===== config.mk =====
export PLATFORM = sky130hd
export DESIGN_NAME = regfile_param
export DESIGN_NICKNAME = d
export VERILOG_FILES = /design/src/rtl/regfile_pkg.sv /design/src/rtl/regfile_init_ctrl.sv /design/src/rtl/regfile_param.sv
export SDC_FILE = /design/constraint.sdc
export NUM_CORES = 1
export LEC_CHECK = 0
export BUFFER_PORTS_ARGS = -buffer_cell sky130_fd_sc_hd__buf_4
export CAP_MARGIN = 20
export CORE_MARGIN = 2
export CORE_UTILIZATION = 57
export CTS_CLUSTER_DIAMETER = 40
export CTS_CLUSTER_SIZE = 28
export DETAILED_ROUTE_END_ITERATION = 10
export HOLD_SLACK_MARGIN = 0.15
export PLACE_DENSITY = 0.77
export SLEW_MARGIN = 20
export SYNTH_ARGS = -nofsm -noshare
export SYNTH_HDL_FRONTEND = slang
export SYNTH_SLANG_ARGS = --single-unit

===== constraint.sdc =====
create_clock -name clk -period 2.9 [get_ports clk]
set_input_delay 0.145 -clock clk [delete_from_list [all_inputs] [get_ports clk]]
set_output_delay 0.145 -clock clk [all_outputs]
set_load 0.03 [all_outputs]

===== src/rtl/regfile_pkg.sv =====
// rtl/regfile_pkg.sv - shared types and default parameters for the register file
package regfile_pkg;

    typedef enum logic {
        INIT  = 1'b0,
        READY = 1'b1
    } state_t;

    localparam int DEF_DATA_W   = 32;
    localparam int DEF_DEPTH    = 32;
    localparam bit DEF_ZERO_REG = 1'b1;
    localparam bit DEF_BYPASS   = 1'b1;

endpackage


===== src/rtl/regfile_init_ctrl.sv =====
// rtl/regfile_init_ctrl.sv - post-reset clear sweep counter and INIT/READY state machine
module regfile_init_ctrl
    import regfile_pkg::*;
#(
    parameter int DEPTH  = DEF_DEPTH,
    parameter int ADDR_W = $clog2(DEPTH)
) (
    input  logic              clk,
    input  logic              rst_n,
    output logic              init_busy,
    output logic              sweep_we,
    output logic [ADDR_W-1:0] sweep_addr
);

    localparam logic [ADDR_W-1:0] LAST_ADDR = ADDR_W'(DEPTH - 1);

    state_t            state;
    state_t            state_nxt;
    logic [ADDR_W-1:0] sweep_cnt;
    logic [ADDR_W-1:0] sweep_cnt_nxt;

    always_ff @(posedge clk) begin
        if (!rst_n) begin
            state     <= INIT;
            sweep_cnt <= '0;
        end else begin
            state     <= state_nxt;
            sweep_cnt <= sweep_cnt_nxt;
        end
    end

    always_comb begin
        state_nxt     = state;
        sweep_cnt_nxt = sweep_cnt;
        sweep_we      = 1'b0;
        init_busy     = 1'b0;
        case (state)
            INIT: begin
                sweep_we  = 1'b1;
                init_busy = 1'b1;
                if (sweep_cnt == LAST_ADDR) begin
                    state_nxt     = READY;
                    sweep_cnt_nxt = '0;
                end else begin
                    sweep_cnt_nxt = sweep_cnt + 1'b1;
                end
            end
            default: ;
        endcase
    end

    assign sweep_addr = sweep_cnt;

endmodule


===== src/rtl/regfile_param.sv =====
// rtl/regfile_param.sv - parameterised 2-read/1-write register file with clear sweep and write bypass
module regfile_param
    import regfile_pkg::*;
#(
    parameter int DATA_W   = DEF_DATA_W,
    parameter int DEPTH    = DEF_DEPTH,
    parameter int ADDR_W   = $clog2(DEPTH),
    parameter bit ZERO_REG = DEF_ZERO_REG,
    parameter bit BYPASS   = DEF_BYPASS
) (
    input  logic              clk,
    input  logic              rst_n,
    input  logic              rd_en,
    input  logic [ADDR_W-1:0] rd_addr1,
    input  logic [ADDR_W-1:0] rd_addr2,
    input  logic              wr_en,
    input  logic [ADDR_W-1:0] wr_addr,
    input  logic [DATA_W-1:0] wr_data,
    output logic [DATA_W-1:0] rd_data1,
    output logic [DATA_W-1:0] rd_data2,
    output logic              rd_valid,
    output logic              init_busy
);

    localparam logic [ADDR_W:0] DEPTH_L = (ADDR_W + 1)'(DEPTH);

    logic [DATA_W-1:0] mem [DEPTH];

    logic              sweep_we;
    logic [ADDR_W-1:0] sweep_addr;
    logic              user_we;
    logic              mem_we;
    logic [ADDR_W-1:0] mem_waddr;
    logic [DATA_W-1:0] mem_wdata;
    logic [DATA_W-1:0] rd_next1;
    logic [DATA_W-1:0] rd_next2;

    regfile_init_ctrl #(
        .DEPTH  (DEPTH),
        .ADDR_W (ADDR_W)
    ) u_init_ctrl (
        .clk        (clk),
        .rst_n      (rst_n),
        .init_busy  (init_busy),
        .sweep_we   (sweep_we),
        .sweep_addr (sweep_addr)
    );

    // Out-of-range entries and the hardwired zero entry are neither stored nor read.
    function automatic logic addr_ok(input logic [ADDR_W-1:0] a);
        return ({1'b0, a} < DEPTH_L) && !(ZERO_REG && (a == '0));
    endfunction

    function automatic logic [DATA_W-1:0] read_entry(input logic [ADDR_W-1:0] a);
        if (!addr_ok(a)) begin
            return '0;
        end else if (BYPASS && user_we && (wr_addr == a)) begin
            return wr_data;
        end else begin
            return mem[a];
        end
    endfunction

    always_comb begin
        user_we   = !init_busy && wr_en && addr_ok(wr_addr);
        mem_we    = rst_n && (sweep_we || user_we);
        mem_waddr = sweep_we ? sweep_addr : wr_addr;
        mem_wdata = sweep_we ? '0 : wr_data;
        rd_next1  = read_entry(rd_addr1);
        rd_next2  = read_entry(rd_addr2);
    end

    always_ff @(posedge clk) begin
        if (mem_we) begin
            mem[mem_waddr] <= mem_wdata;
        end
    end

    always_ff @(posedge clk) begin
        if (!rst_n || init_busy) begin
            rd_data1 <= '0;
            rd_data2 <= '0;
            rd_valid <= 1'b0;
        end else if (rd_en) begin
            rd_data1 <= rd_next1;
            rd_data2 <= rd_next2;
            rd_valid <= 1'b1;
        end else begin
            rd_valid <= 1'b0;
        end
    end

endmodule

==> metrics.txt <==
# setup viols final=0; power density over the cells=about 600 mW/mm^2; most frequent cells in the layout=edfxtp_1, mux4_2, mux2i_1, buf_4, a22oi_1; max-cap violation count=0; clock slew at reported path FFs=70 ps; fraction of layout cells with a size suffix above 1=31.4%; Leak Pwr=around 21 nW; DIE WIDTH=roughly 300 um; nets@finish=3089; post-CTS setup buffers=0; Bufs on Longest Clock Path=3; dpl cells=between 4000 and 5000; Slew headroom=30.4%; synthesis-to-finish area growth=18.2%; H-Tree Depth=4; Placer Congestion=~0.97; Routed wire per std cell=35.4 um; Post-Route WL=152 mm; Die Ht=300 um; DP HPWL=slightly above 90 mm; RSZ-0062 raised after global routing=false; measured slew at the worst slew-check pin=around 1000 ps; CTS Sinks=~1100; min-delay worst type=input port to flip-flop; Netlist cell types=41; Crit Path Max Fanout=32; CP max stage delay=roughly 540 ps; Skew-Pair Late Insertion Delay=740 ps; first-pass GRT wire length=approximately 220 mm; YS warnings=0; Initial DRC Count=4890; Total Routing Usage GR=approximately 34%; vias per cell=7.42; CTS tree=yes; dpl ws=roughly 240 ps; clock root buffer=clkbuf_16; commonest non-fill, non-tap cell in the layout=edfxtp_1; CP Class=flip-flop to flip-flop; Core Box Area=~0.087 mm^2; Port Buffers=around 120; Hold Vio Cnt, Final=0; # rows=roughly 110; Fin Hold WS=around 190 ps; Top-Level Pins=between 100 and 150; crit start category=flip-flop; CP Capture Type=flip-flop; die area=0.0898 mm^2; reg2reg start=u_init_ctrl.state$_SDFF_PN0_; slowest CP cell=dlygate4sd3_1; sequential share of the synthesized area=around 65%; 1st-pass router iterations=7; achievable frequency=~350 MHz; syn nets=about 2800; Max Slew Vio Count=0; Synth Instances=about 2800; largest net degree at the start of global routing=just over 90; initial antenna violation count=4; clk_skew=roughly 32 ps; Routed Antenna Nets=0; final period utilization=between 90% and 100%; status=finished clean; critical path launch point=u_init_ctrl.state$_SDFF_PN0_; worst-path cell chain=buf_4 -> nand3_1 -> nor3_1 -> o31ai_4 -> buf_12 -> a21oi_2 -> or3_1 -> dlygate4sd3_1; Non-Filler Instances=about 4300; post-layout minimum cycle time=~2800 ps; CP Data Arrival Time=roughly 3500 ps; CP required=3560 ps; clock buffer count from CTS=between 100 and 150; final worst slack=about 79 ps; starting density of the core=57.4%; peak supply drop=roughly 570 uV; Worst Hold Launch=wr_addr[4]; syn_area_per_cell=roughly 18 um^2; Remaining DRCs=0; Synth Register Bits=about 1100; grt total ovfl=0; utilization after layout=roughly 68%; Vias=between 30000 and 40000; Mapped Area=around 0.050 mm^2; number of global-route vias before repair=about 33000
[report_power, final]
| part | leakage [nW] | internal (mW) | switching, mW |
|---|---|---|---|
| clock network | 2.16 | 9.82 | 6.93 |
| logic | 8.05 | 1.05 | 1.33 |
| registers | 10.6 | 17.1 | 0.0470 |
| total | 20.8 | 28.0 | 8.31 |
[cells in the mapped netlist]
cell | n | area [um^2]
a221oi_1 | 128 | 1120
edfxtp_1 | 1024 | 30700
a2111oi_2 | 1 | 15.0
xnor2_1 | 10 | 87.6
o32ai_1 | 1 | 8.76
o211ai_2 | 1 | 12.5
o31ai_1 | 2 | 15.0
buf_2 | 71 | 355
nand3_1 | 8 | 40.0
o2111ai_2 | 1 | 15.0
o311ai_1 | 2 | 17.5
clkbuf_1 | 117 | 439
nand2_1 | 47 | 176
a22oi_1 | 192 | 1440
nor4_1 | 2 | 12.5
a211o_1 | 32 | 280
and3_1 | 1 | 6.26
buf_1 | 35 | 131
a22o_1 | 64 | 561
mux2i_1 | 260 | 2600
and2_1 | 37 | 231
ha_1 | 2 | 25.0
nor4_4 | 1 | 21.3
or3_1 | 33 | 206
mux4_2 | 384 | 8650
a21oi_1 | 97 | 485
mux2_2 | 1 | 11.3
or4_4 | 1 | 11.3
o21ai_0 | 69 | 345
buf_4 | 4 | 30.0
nand4_1 | 1 | 6.26
nor2_1 | 40 | 150
a32o_1 | 1 | 10.0
nor3_1 | 4 | 20.0
a31oi_1 | 1 | 6.26
a21boi_0 | 1 | 7.51
dfxtp_1 | 71 | 1420
inv_2 | 1 | 3.75
nor2b_1 | 9 | 56.3
o22ai_1 | 1 | 6.26
inv_1 | 6 | 22.5
[logic make-up after synthesis]
logic type	share of synthesized area, %
AO/OA/AOI/OAI	8.73
buffers and inverters	1.97
adder cells (fa/ha/maj)	0.0502
AND/OR/NAND/NOR	1.88
XOR/XNOR	0.176
flip-flops	64.6
multiplexers	22.6
[area by class of cell]
type                            count  area, um^2
Antenna cell                        2        5.00
Clock buffer                      151        3510
Clock inverter                     92         976
Fill cell                        5308       27900
Inverter                            7        26.3
Multi-Input combinational cell   1435       17100
Sequential cell                  1095       32200
Tap cell                         1155        1450
Timing Repair Buffer              365        3680
[per-stage QoR]
step                      TNS (ps)  power, mW  cell area, um^2
after floorplan            -130510       18.9            49800
after CTS                        0       36.3            58800
after detailed placement         0       19.8            54000
after global placement           0       19.7            53900
after global routing             0       37.0            58900
final                            0       36.3            58900
[worst max-delay path, delay by kind of cell (launching register included)]
kind            cells  cell delay (ps)
simple gates        3              730
compound gates      2              490
flops               1              500
buf+inv             3              990
[what timing repair did]
action / 4_1_cts / 5_1_grt
setup endpoints to repair: 0 / 1
hold buffers: 38 / 0
hold endpoints to repair: 765 / 0
gates resized for setup: 0 / 6
[per-layer routing]
metal	up-vias	part of all wire, %	global-route usage (%)
li1	12500	-	-
met1	16200	33	43.7
met2	2640	47	53.7
met3	602	13	8.31
met4	4	7.0	20.8
met5	-	0.018	0
[worst paths after layout]
check / end / slack (ps) / depth (start not counted)
worst max register to register: rd_data2[22]$_SDFFE_PP0P_ / 80 / 8
worst max-delay path: rd_data2[22]$_SDFFE_PP0P_ / 80 / 8
worst min register to register: rd_data1[7]$_SDFFE_PP0P_ / 580 / 2
worst min-delay path: mem[6][20]$_DFFE_PP_ / 190 / 4
[sequential cells by signal, summed over array words and instances, names as in the netlist]
name                    count
rd_data2                   32
rd_valid                    1
rd_data1                   32
mem                      1024
u_init_ctrl.sweep_addr      5
u_init_ctrl.state           1
Note: power is estimated with default switching activity, not from simulation.
